<file path="src/rtl/systolic_pkg.sv">
// Shared definitions for the systolic tile controller.
//   tile_state_e : controller phase encoding (LOAD -> MAC -> DRAIN -> OUT)
//   cnt_width()  : counter width for a 0..n-1 count, never below 1 bit
//   *_CNT_W      : counter widths for the default 4x4, DEPTH=8 tile
package systolic_pkg;

  typedef enum logic [1:0] {
    LOAD  = 2'd0,
    MAC   = 2'd1,
    DRAIN = 2'd2,
    OUT   = 2'd3
  } tile_state_e;

  function automatic int unsigned cnt_width(input int unsigned n);
    return (n <= 1) ? 1 : $clog2(n);
  endfunction

  localparam int unsigned DEF_ROWS        = 4;
  localparam int unsigned DEF_COLS        = 4;
  localparam int unsigned DEF_DEPTH       = 8;
  localparam int unsigned DEPTH_CNT_W     = cnt_width(DEF_DEPTH);
  localparam int unsigned DRAIN_CNT_W     = cnt_width((DEF_ROWS > DEF_COLS) ? DEF_ROWS : DEF_COLS);
  localparam int unsigned ROW_CNT_W       = cnt_width(DEF_ROWS);

endpackage

</file>
<file path="src/rtl/systolic_skew_chain.sv">
// Diagonal skew chain: tap 0 follows the input combinationally, tap i is
// the input delayed by i cycles. Synchronous active-high clear.
// Ports:
//   clk, rst : clock, synchronous reset (active-high)
//   i_in     : 1-bit enable entering the chain
//   o_taps   : N-bit skewed copies of i_in
module systolic_skew_chain #(
  parameter int unsigned N = 4
) (
  input  logic         clk,
  input  logic         rst,
  input  logic         i_in,
  output logic [N-1:0] o_taps
);

  generate
    if (N == 1) begin : g_single
      assign o_taps = i_in;
    end else begin : g_chain
      logic [N-1:1] r_skew;

      always_ff @(posedge clk) begin
        if (rst) begin
          r_skew <= '0;
        end else begin
          r_skew[1] <= i_in;
          for (int unsigned i = 2; i < N; i++) begin
            r_skew[i] <= r_skew[i-1];
          end
        end
      end

      assign o_taps = {r_skew, i_in};
    end
  endgenerate

endmodule

</file>
<file path="src/rtl/systolic_tile_ctrl.sv">
// Controller for a ROWS x COLS systolic MAC tile.
// Fills per-row X and per-column W FIFOs, streams DEPTH operands per channel
// with a one-cycle diagonal skew, drains the wavefront, then hands results
// out one row per valid/ready beat and re-arms for the next tile.
// Ports:
//   clk, rst                      : clock, synchronous active-high reset
//   x_recv_val/x_recv_rdy         : X operand broadcast handshake
//   w_recv_val/w_recv_rdy         : W operand broadcast handshake
//   x_fifo_full/empty/wen/ren     : per-row X FIFO status and strobes
//   w_fifo_full/empty/wen/ren     : per-column W FIFO status and strobes
//   mac_en                        : PE accumulate enable (MAC and DRAIN)
//   acc_clr                       : one-cycle PE accumulator clear
//   out_val/out_rdy/out_row       : result row handshake and row index
//   err                           : sticky read-while-empty flag
// Build option SYSTOLIC_TILE_CTRL_PERF_EN adds perf_cycles[31:0]: cycles spent
// in MAC+DRAIN+OUT by the last completed tile.
module systolic_tile_ctrl
  import systolic_pkg::*;
#(
  parameter int unsigned ROWS  = 4,
  parameter int unsigned COLS  = 4,
  parameter int unsigned DEPTH = 8
) (
  input  logic                          clk,
  input  logic                          rst,
  input  logic                          x_recv_val,
  output logic                          x_recv_rdy,
  input  logic                          w_recv_val,
  output logic                          w_recv_rdy,
  input  logic [ROWS-1:0]               x_fifo_full,
  input  logic [ROWS-1:0]               x_fifo_empty,
  output logic [ROWS-1:0]               x_fifo_wen,
  output logic [ROWS-1:0]               x_fifo_ren,
  input  logic [COLS-1:0]               w_fifo_full,
  input  logic [COLS-1:0]               w_fifo_empty,
  output logic [COLS-1:0]               w_fifo_wen,
  output logic [COLS-1:0]               w_fifo_ren,
  output logic                          mac_en,
  output logic                          acc_clr,
  output logic                          out_val,
  input  logic                          out_rdy,
  output logic [cnt_width(ROWS)-1:0]    out_row,
  output logic                          err
`ifdef SYSTOLIC_TILE_CTRL_PERF_EN
  ,
  output logic [31:0]                   perf_cycles
`endif
);

  localparam int unsigned MAX_RC    = (ROWS > COLS) ? ROWS : COLS;
  // Skew tail of MAX_RC-1 cycles plus one PE pipeline cycle; collapses to 1
  // when the array is a single PE.
  localparam int unsigned DRAIN_LEN = MAX_RC;
  localparam int unsigned DEPTH_W   = cnt_width(DEPTH);
  localparam int unsigned DRAIN_W   = cnt_width(DRAIN_LEN);
  localparam int unsigned ROW_W     = cnt_width(ROWS);

  localparam logic [DEPTH_W-1:0] DEPTH_LAST = DEPTH_W'(DEPTH - 1);
  localparam logic [DRAIN_W-1:0] DRAIN_LAST = DRAIN_W'(DRAIN_LEN - 1);
  localparam logic [ROW_W-1:0]   ROW_LAST   = ROW_W'(ROWS - 1);

  tile_state_e          r_state;
  tile_state_e          w_next;
  logic [DEPTH_W-1:0]   r_mac_cnt;
  logic [DRAIN_W-1:0]   r_drain_cnt;
  logic [ROW_W-1:0]     r_row;
  logic                 r_acc_clr;
  logic                 r_err;

  logic                 w_x_rdy;
  logic                 w_w_rdy;
  logic                 w_mac_active;
  logic                 w_mac_last;
  logic                 w_drain_last;
  logic                 w_tile_done;
  logic                 w_underflow;

  assign w_x_rdy      = ~&x_fifo_full;
  assign w_w_rdy      = ~&w_fifo_full;
  assign w_mac_active = (r_state == MAC);
  assign w_mac_last   = (r_mac_cnt == DEPTH_LAST);
  assign w_drain_last = (r_drain_cnt == DRAIN_LAST);
  assign w_tile_done  = (r_state == OUT) && out_rdy && (r_row == ROW_LAST);
  assign w_underflow  = (|(x_fifo_ren & x_fifo_empty)) | (|(w_fifo_ren & w_fifo_empty));

  // Row/column 0 read directly from the MAC state; later channels see the
  // same enable delayed by their index, forming the diagonal wavefront.
  systolic_skew_chain #(.N(ROWS)) u_x_skew (
    .clk    (clk),
    .rst    (rst),
    .i_in   (w_mac_active),
    .o_taps (x_fifo_ren)
  );

  systolic_skew_chain #(.N(COLS)) u_w_skew (
    .clk    (clk),
    .rst    (rst),
    .i_in   (w_mac_active),
    .o_taps (w_fifo_ren)
  );

  always_ff @(posedge clk) begin
    if (rst) begin
      r_state     <= LOAD;
      r_mac_cnt   <= '0;
      r_drain_cnt <= '0;
      r_row       <= '0;
      r_acc_clr   <= 1'b1;
      r_err       <= 1'b0;
    end else begin
      r_state   <= w_next;
      r_acc_clr <= w_tile_done;
      r_err     <= r_err | w_underflow;

      if (r_state == MAC && !w_mac_last) begin
        r_mac_cnt <= r_mac_cnt + 1'b1;
      end else begin
        r_mac_cnt <= '0;
      end

      if (r_state == DRAIN && !w_drain_last) begin
        r_drain_cnt <= r_drain_cnt + 1'b1;
      end else begin
        r_drain_cnt <= '0;
      end

      if (r_state == OUT && out_rdy) begin
        r_row <= w_tile_done ? '0 : r_row + 1'b1;
      end
    end
  end

  always_comb begin
    w_next     = r_state;
    x_recv_rdy = 1'b0;
    w_recv_rdy = 1'b0;
    x_fifo_wen = '0;
    w_fifo_wen = '0;
    mac_en     = 1'b0;
    out_val    = 1'b0;
    case (r_state)
      LOAD: begin
        x_recv_rdy = w_x_rdy;
        w_recv_rdy = w_w_rdy;
        x_fifo_wen = {ROWS{x_recv_val & w_x_rdy}} & ~x_fifo_full;
        w_fifo_wen = {COLS{w_recv_val & w_w_rdy}} & ~w_fifo_full;
        if ((&x_fifo_full) && (&w_fifo_full)) begin
          w_next = MAC;
        end
      end
      MAC: begin
        mac_en = 1'b1;
        if (w_mac_last) begin
          w_next = DRAIN;
        end
      end
      DRAIN: begin
        mac_en = 1'b1;
        if (w_drain_last) begin
          w_next = OUT;
        end
      end
      OUT: begin
        out_val = 1'b1;
        if (w_tile_done) begin
          w_next = LOAD;
        end
      end
      default: w_next = LOAD;
    endcase
  end

  assign out_row = r_row;
  assign acc_clr = r_acc_clr;
  // The sticky register lags by a cycle; OR in the live condition so err is
  // visible in the same cycle as the offending read.
  assign err     = r_err | w_underflow;

`ifdef SYSTOLIC_TILE_CTRL_PERF_EN
  logic [31:0] r_perf_cnt;
  logic [31:0] r_perf;

  // The running count excludes the current cycle, so the final OUT cycle is
  // added when latching.
  always_ff @(posedge clk) begin
    if (rst) begin
      r_perf_cnt <= '0;
      r_perf     <= '0;
    end else if (r_state != LOAD) begin
      if (w_tile_done) begin
        r_perf     <= r_perf_cnt + 32'd1;
        r_perf_cnt <= '0;
      end else begin
        r_perf_cnt <= r_perf_cnt + 32'd1;
      end
    end
  end

  assign perf_cycles = r_perf;
`endif

endmodule

</file>
<file path="config.mk">
export PLATFORM = sky130hd
export DESIGN_NAME = systolic_tile_ctrl
export DESIGN_NICKNAME = d
export VERILOG_FILES = /design/src/rtl/systolic_pkg.sv /design/src/rtl/systolic_skew_chain.sv /design/src/rtl/systolic_tile_ctrl.sv
export SDC_FILE = /design/constraint.sdc
export NUM_CORES = 1
export LEC_CHECK = 0
export CORE_MARGIN = 10
export CORE_UTILIZATION = 36
export CTS_CLUSTER_SIZE = 14
export DETAILED_ROUTE_END_ITERATION = 8
export PLACE_DENSITY = 0.76
export SKIP_CTS_REPAIR_TIMING = 1
export SLEW_MARGIN = 20
export SYNTH_ARGS = -nofsm -noshare
export SYNTH_HDL_FRONTEND = slang
export SYNTH_SLANG_ARGS = --single-unit
</file>
<file path="constraint.sdc">
create_clock -name clk -period 2.11 [get_ports clk]
set_input_delay 0.633 -clock clk [delete_from_list [all_inputs] [get_ports clk]]
set_output_delay 0.633 -clock clk [all_outputs]
set_load 0.005 [all_outputs]
</file>
## Word level (Yosys, flattened, before mapping)

Cells that the tools add are included.

- Add/sub/neg operators: 3
- Equality and inequality tests: 10
- Mux-type cells: 12
- Bitwise gates (word level): 12
- Reduce and logical (&&, ||, !) cells: 18

Operators with widths:

| kind | number |
|---|---|
| 4-bit bitwise AND | 4 |
| 4-bit AND reduction | 3 |
| 2-bit 2-to-1 mux | 5 |
| 2-bit == test (second input constant) | 4 |
| 4-bit 2-to-1 mux | 2 |
| 2-bit != test (second input constant) | 4 |
| 4-bit NOT | 2 |
| 2-bit one-hot mux with 4 select lines | 1 |
| 4-bit OR reduction | 2 |
| 2-bit OR reduction | 3 |
| 1-bit logical AND | 5 |
| 2-bit by 1-bit adder with 2-bit output (second input constant) | 2 |
| 1-bit zero test | 4 |
| 1-bit 2-to-1 mux | 4 |
| 3-bit by 1-bit adder with 3-bit output (second input constant) | 1 |
| 3-bit == test (second input constant) | 1 |
| 1-bit bitwise AND | 2 |
| 2-bit by 1-bit == test with 1-bit output (second input constant) | 1 |
| 2-bit zero test | 1 |
| 1-bit NOT | 2 |
| 1-bit bitwise OR | 2 |

- Bits in registers: 17
- Input bits: 21
- Output and inout bits: 24
- Word-level logic and storage cells: 63

## Logic depth before layout (Yosys ltp)

Gate-level depths: netlist (run 1).

- Word-level depth: 5
- Depth in mapped cells: 6
- Gate-level depth less buffers: 6

## Cells and area by module

From an unflattened synthesis (run 1), not the netlist that was laid out.

- Cell total of the unflattened synthesis: 81
- Area total of the unflattened synthesis: 774.5 um2

By module, submodules not included:

| module | instances | cells an instance | area each (um2) | sequential area each (um2) |
|---|---|---|---|---|
| systolic_tile_ctrl | 1 | 67 | 601.8 | 220.2 |
| systolic_skew_chain | 2 | 7 | 86.3 | 60.1 |

## Worst setup path after synthesis (run 1)

No wires, ideal clock.

- Path type: input to output
- From: input port x_fifo_empty[0]
- To: output port err
- Arrival time: 1.142 ns
- Data required time: 1.477 ns
- Setup slack: 0.335 ns
- Cell stages on the path: 3
- Buffers on the path: 0
- Cell sequence: o21ai_0 > nand4_1 > or2_2

- Cells in the longest elaborated chain, start to end: 4

Ends and longest elaborated chain:

| item | line | RTL |
|---|---|---|
| from (decl) | systolic_tile_ctrl.sv:31 | `input logic [ROWS-1:0] x_fifo_empty,` |
| 4-bit bitwise AND | systolic_tile_ctrl.sv:84 | `assign w_underflow = (\|(x_fifo_ren & x_fifo_empty)) \| (\|(w_fifo_ren & w_fifo_empty));` |
| 4-bit OR reduction | systolic_tile_ctrl.sv:84 |  |
| 1-bit bitwise OR | systolic_tile_ctrl.sv:84 |  |
| 1-bit bitwise OR | systolic_tile_ctrl.sv:177 | `assign err = r_err \| w_underflow;` |
| to (decl) | systolic_tile_ctrl.sv:43 | `output logic err` |

Every way passes these cells.

## Worst setup path after layout (run 1)

Same ends and word-level chain as after synthesis.

==> impl_results.md, run 1 <==
- Status: finished, violations left
- Failing checks: negative setup slack
- Syn Nets: 107
- Grt total ovfl: 0
- Vias in the first global route: approximately 710
- Top Ports: 45
- Starting DRT DRC Count: 23
- Static leakage: slightly below 0.8 nW
- Drt first pass iters: 2
- Routability Congestion: about 0.75
- RSZ-0062 raised after global routing: true
- Routed length per instance: approximately 14 um
- Worst-skew pair later-pin latency: around 0.27 ns
- First-pass GRT wire length: ~3300 um
- Worst Hold Class: reg -> reg
- Crit-path max FO: 2
- Syn avg cell area: between 9 and 10 sq um
- Reg clk slew, reported paths: ~0.080 ns
- Worst slew margin: 0.763
- CP required: 1.48 ns
- GR Util All Layers: 0.0962
- Post-DRT Antenna Nets: 0
- Max Buffers Root-to-Sink: 2
- Final setup viols: 1
- Post-Place Setup Slack: -0.555 ns
- CTS H-Tree Depth: 1
- Final period util: 1.08
- R2r worst-path depth: 7
- Worst vdd ir: 0.311 mV
- Via density: 4.58
- CP Capture Type: output pin
- Synth top area share: 0.386
- Maxcap violations: 0
- Top cells by count, synth: 14 x dfxtp_1, 10 x nor2_1, 8 x ha_1, 8 x nor2b_1
- Synth Flop Type: dfxtp_1
- Max-slew violation count: 0
- Fin cells: 157
- Top cells by area, synth: dfxtp_1 39%, ha_1 14%, nor2b_1 6.9%
- CTS Root Cell: clkbuf_4
- Fraction of layout cells with a size suffix above 1: 0.215
- Fin nets: 160
- Worst Setup EP: err
- Setup ws final: -0.167 ns
- Final design area excluding fillers: 0.00132 sq mm
- Cell Rows: 16
- Total Wirelength: around 2200 um
- Detailed-route DRC error count: 0
- Antenna cells: 0
- Reg2reg start: r_state[1]$_SDFFE_PP0P_
- CP Launch Point: x_fifo_empty[0]
- Vias: slightly above 700
- Endpoints failing hold: 0
- Crit path DAT: ~1.6 ns
- Seq/Total Area, Yosys: 0.386
- Leading area contributor after synthesis: dfxtp_1
- Fill cells: around 160
- Skew final: between 0.001 and 0.0015 ns
- Kind of critical path: in -> out
- Placed cell areas: 0.00123 sq mm
- EDFF count, synth: 0
- DP HPWL: about 1800 um
- Top-count cell post-synth: dfxtp_1
- Area delta synth->final: 82.2%
- Placed Cells: roughly 150
- FF-to-FF setup slack: ~0.48 ns
- TritonCTS clock tree: done
- Power Dens Cells: 405 mW/mm^2
- Total CTS buffers: 3
- Die width: about 65 um
- Die area: roughly 0.0042 sq mm
- Cells after Synth: 78
- #FFs+latches synth: 14
- Core area: 0.00194 sq mm
- Worst-Margin Slew: 0.353 ns
- Initial Util: 0.374
- CP Launch Type: input pin
- Fin Hold WS: approximately 0.42 ns
- CTS sink count: 14
- Maximum clock frequency: between 400 and 500 MHz
- Synth unique cells: 24
- Largest net degree at the start of global routing: 10
- Buffers added on ports: 44
- Reg-to-reg endpoint: r_state[0]$_SDFFE_PP0P_
- Tmin final: ~2.3 ns
- Total power: about 0.54 mW
- Die H: 64.9 um
- Post-synth ARST share: 0
- Antenna violations before repair: 0
- Synth Warn #: 0
- Mapped Area: 726 sq um
==> layer usage <==
layer / track usage / vias to the layer above / part of all wire
li1: - / 362 / -
met1: 0.107 / 326 / 0.41
met2: 0.158 / 29 / 0.49
met3: 0.0361 / 2 / 0.092
met4: 0.0481 / 0 / 0.0064
met5: 0 / - / 0
==> cell families after synthesis <==
family,after synthesis,synth area share
simple gates,34,0.253
fa+ha+maj,8,0.138
buf+inv,9,0.0724
xor+xnor,1,0.0121
compound gates,12,0.138
flops,14,0.386
==> worst min-delay path by stage <==
stage | from | endpoint | slack [ns] | cells past startpoint
2_1_floorplan | r_mac_cnt[0]$_SDFF_PP0_ | r_mac_cnt[0]$_SDFF_PP0_ | 0.40 | 1
3_3_place_gp | r_mac_cnt[0]$_SDFF_PP0_ | r_mac_cnt[0]$_SDFF_PP0_ | 0.41 | 1
3_5_place_dp | r_mac_cnt[0]$_SDFF_PP0_ | r_mac_cnt[0]$_SDFF_PP0_ | 0.42 | 1
4_1_cts | r_mac_cnt[0]$_SDFF_PP0_ | r_mac_cnt[0]$_SDFF_PP0_ | 0.43 | 1
5_1_grt | r_mac_cnt[0]$_SDFF_PP0_ | r_mac_cnt[0]$_SDFF_PP0_ | 0.45 | 1
6_report | r_mac_cnt[0]$_SDFF_PP0_ | r_mac_cnt[0]$_SDFF_PP0_ | 0.42 | 1
==> area by class of cell <==
class,count,area [sq um],area share
multi-input cells,55,400,0.303
clock buffers,4,36.3,0.0274
flip-flops and latches,14,283,0.214
repair buffers,54,558,0.422
well taps,27,33.8,0.0255
inverters,3,11.3,0.00851
==> sequential cells by signal, summed over array words and instances, names as in the netlist <==
signal                   count
r_mac_cnt                    3
u_x_skew.g_chain.r_skew      3
out_row                      2
r_drain_cnt                  2
r_state                      2
acc_clr                      1
r_err                        1
==> metrics by stage <==
stage               TNS, ns  utilization
floorplan                 0            -
global placement      -3.81        0.631
detailed placement    -4.10        0.631
CTS                   -4.16        0.650
global route         -0.280        0.681
finish               -0.167        0.681
==> power by group <==
part / switching, mW / leakage (nW) / total [mW] / internal, mW
sequential: 0.000653 / 0.114 / 0.266 / 0.265
combinational: 0.0263 / 0.656 / 0.0813 / 0.0550
clock: 0.0832 / 0.0210 / 0.188 / 0.105
total: 0.110 / 0.791 / 0.535 / 0.425
==> cell usage in the layout (no fill, tap or decap) <==
master | synthesis | layout
o21ai_1 | 0 | 4
nor2b_1 | 8 | 8
a21boi_0 | 1 | 1
clkbuf_8 | 0 | 1
ha_2 | 0 | 3
a211oi_2 | 1 | 1
a31o_2 | 1 | 1
clkdlybuf4s50_1 | 0 | 21
nand2_1 | 5 | 5
xor2_1 | 1 | 1
ha_1 | 8 | 5
nor2_1 | 10 | 10
or2_2 | 1 | 1
nand3_1 | 2 | 2
clkbuf_2 | 0 | 2
and2_2 | 1 | 1
and3b_1 | 1 | 1
dfxtp_2 | 0 | 2
nor3b_1 | 1 | 1
and2_1 | 2 | 2
a21o_2 | 1 | 1
a21oi_1 | 3 | 3
nand4_2 | 1 | 1
clkbuf_4 | 0 | 3
nand4_1 | 2 | 2
a2111oi_4 | 1 | 1
buf_4 | 5 | 10
dlymetal6s2s_1 | 0 | 21
inv_1 | 3 | 3
dfxtp_1 | 14 | 12
==> critical path: stages <==
cell             delay [ns]
clkdlybuf4s50_1        0.40
o21ai_1                0.12
nand4_1                0.09
or2_2                  0.28
clkbuf_2               0.12
No activity file was read; power rests on OpenSTA's default activity.
==> run 2, diff against run 1 <==
Settings changed: SETUP_SLACK_MARGIN set to 0.5.
==> run 2 against run 1 <==
Against the previous run:
- the run now ends clean
- worst setup slack better by 0.24 ns
- core utilization is 5.5 points higher
- global-route usage is 0.76 points higher
- count of clock-buffer cells in the layout stayed put
- clock skew is 0.0045 ns higher
- highest routed layer unchanged
- critical endpoint unchanged
==> impl_results.md, run 2 (same netlist as run 1, synthesis figures left out) <==
- Detailed-route DRC error count: 0 (unchanged)
- RSZ-0062 raised after global routing: true (unchanged)
- Initial Util: 0.374 (unchanged)
- Final setup viols: 0 (was 1)
- Reg-to-reg endpoint: r_state[1]$_SDFFE_PP0P_ (was r_state[0]$_SDFFE_PP0P_)
- Buffers added on ports: 44 (unchanged)
- Reg2reg start: r_state[1]$_SDFFE_PP0P_ (unchanged)
- CP required: 1.48 ns (about the same)
- Grt total ovfl: 0 (unchanged)
- R2r worst-path depth: 7 (unchanged)
- Total Wirelength: 2560 um (was 2190 um)
- Static leakage: 0.919 nW (was 0.791 nW)
- Worst vdd ir: 0.479 mV (was 0.311 mV)
- Largest net degree at the start of global routing: 9 (was 10)
- DP HPWL: 1840 um (was 1800 um)
- HP Start: r_mac_cnt[0]$_SDFF_PP0_ (unchanged)
- Endpoints failing hold: 0 (unchanged)
- CP Capture Type: output pin (unchanged)
- Fin nets: 164 (was 160)
- Maximum clock frequency: 491 MHz (was 439 MHz)
- First-pass GRT wire length: 3460 um (was 3260 um)
- Total power: 0.544 mW (was 0.535 mW)
- Post-Place Setup Slack: -0.490 ns (was -0.555 ns)
- Worst slew margin: 0.812 (was 0.763)
- Total CTS buffers: 3 (unchanged)
- Area delta synth->final: 96.9% (was 82.2%)
- Routed length per instance: 15.9 um (was 14.0 um)
- Drt first pass iters: 2 (unchanged)
- TritonCTS clock tree: done (unchanged)
- Antenna violations before repair: 0 (unchanged)
- Hold EP: r_mac_cnt[0]$_SDFF_PP0_ (unchanged)
- Cell Rows: 16 (unchanged)
- Most common cell after layout, fill and taps aside: dlymetal6s2s_1
- Routability Congestion: 0.717 (was 0.745)
- Vias in the first global route: 735 (was 712)
- Crit-path max FO: 2 (unchanged)
- CTS H-Tree Depth: 1 (unchanged)
- Largest regs: r_mac_cnt: 3 flops, u_x_skew.g_chain.r_skew: 3 flops (unchanged)
- Crit path DAT: 1.41 ns (was 1.64 ns)
- Hold path depth: 1 (unchanged)
- Setup TNS: 0 ns (was -0.167 ns)
- Post-DRT Antenna Nets: 0 (unchanged)
- Worst-Margin Slew: 0.281 ns (was 0.353 ns)
- Starting DRT DRC Count: 8 (was 23)
- GR Util All Layers: 0.104 (was 0.0962)
- Worst Hold Class: reg -> reg (unchanged)
- Die width: 64.9 um (unchanged)
- Fraction of layout cells with a size suffix above 1: 0.515 (was 0.215)
- Worst-skew pair later-pin latency: 0.28 ns (was 0.27 ns)
- CTS sink count: 14 (unchanged)
- CTS Root Cell: clkbuf_4 (unchanged)
- Reg clk slew, reported paths: 0.09 ns (was 0.08 ns)
- CP Launch Type: input pin (unchanged)
- Kind of critical path: in -> out (unchanged)
- Core area: 0.00194 sq mm (unchanged)
- Via density: 4.61 (was 4.58)
- Power Dens Cells: 381 mW/mm^2 (was 405 mW/mm^2)
- Top Ports: 45 (unchanged)
- FF-to-FF setup slack: 0.51 ns (was 0.48 ns)
- Setup ws final: 0.0717 ns (was -0.167 ns)
- Final period util: 0.966 (was 1.08)
- Die H: 64.9 um (unchanged)
- Vias: 742 (was 719)
- Antenna cells: 0 (unchanged)
- Fin Hold WS: 0.424 ns (was 0.420 ns)
- Skew final: 0.00598 ns (was 0.00145 ns)
- Tmin final: 2.04 ns (was 2.28 ns)
- Die area: 0.00421 sq mm (unchanged)
- Status: complete, no violations (was finished, violations left)
- Most frequent cells in the layout: 26 x dlymetal6s2s_1, 12 x buf_4, 8 x dfxtp_1 (was 21 x clkdlybuf4s50_1, 21 x dlymetal6s2s_1, 12 x dfxtp_1)
- Layout Utilization: 0.736 (was 0.681)
- Maxcap violations: 0 (unchanged)
- Max Buffers Root-to-Sink: 2 (unchanged)
- Max-slew violation count: 0 (unchanged)
-- run 2: cell types whose count changed in the layout (fill, tap and decap cells not counted), sizes merged --
cell and change:
clkdlybuf4s50 -20, dlymetal6s2s +5, buf +15, clkbuf +4
-- run 2: final cells by class --
class                      count  area (sq um)
clock buffer                   4          36.3
fill                         133           513
inverter                       3          11.3
multi-input combinational     55           499
sequential                    14           290
tap                           27          33.8
timing repair buffer          58           558
-- run 2: metal layers --
layer / up-vias / global-route usage / routed length (um)
met5: - / 0 / 0
met4: 0 / 0.0401 / 14
met3: 2 / 0.0430 / 146
met2: 19 / 0.197 / 1400
met1: 350 / 0.0961 / 1000
li1: 371 / - / -
-- run 2: where the power goes --
part           internal (mW)  switching, mW
sequential             0.264       0.000562
combinational         0.0515         0.0354
clock                  0.105         0.0876
-- run 2: worst max path at each step --
stage                    start  endpoint  slack [ns]  cells after the start
2_1_floorplan  x_fifo_empty[0]       err        0.41                      3
3_3_place_gp   x_fifo_empty[1]       err       -0.45                      5
3_5_place_dp   x_fifo_empty[2]       err       -0.49                      5
4_1_cts        x_fifo_empty[2]       err       -0.49                      5
5_1_grt        w_fifo_empty[0]       err        0.04                      5
6_report       w_fifo_empty[0]       err        0.07                      5
-- run 2: stage by stage --
stage                     area (sq um)  std cells
after floorplan                    728         78
after global placement            1230        152
after detailed placement          1230        152
after CTS                         1260        156
after global routing              1430        161
final                             1430        161
-- run 2: worst max-delay path, cell delays in order --
cell            delay (ns)
dlymetal6s2s_1        0.15
o21ai_2               0.14
nand4_1               0.10
or2_4                 0.26
buf_6                 0.12
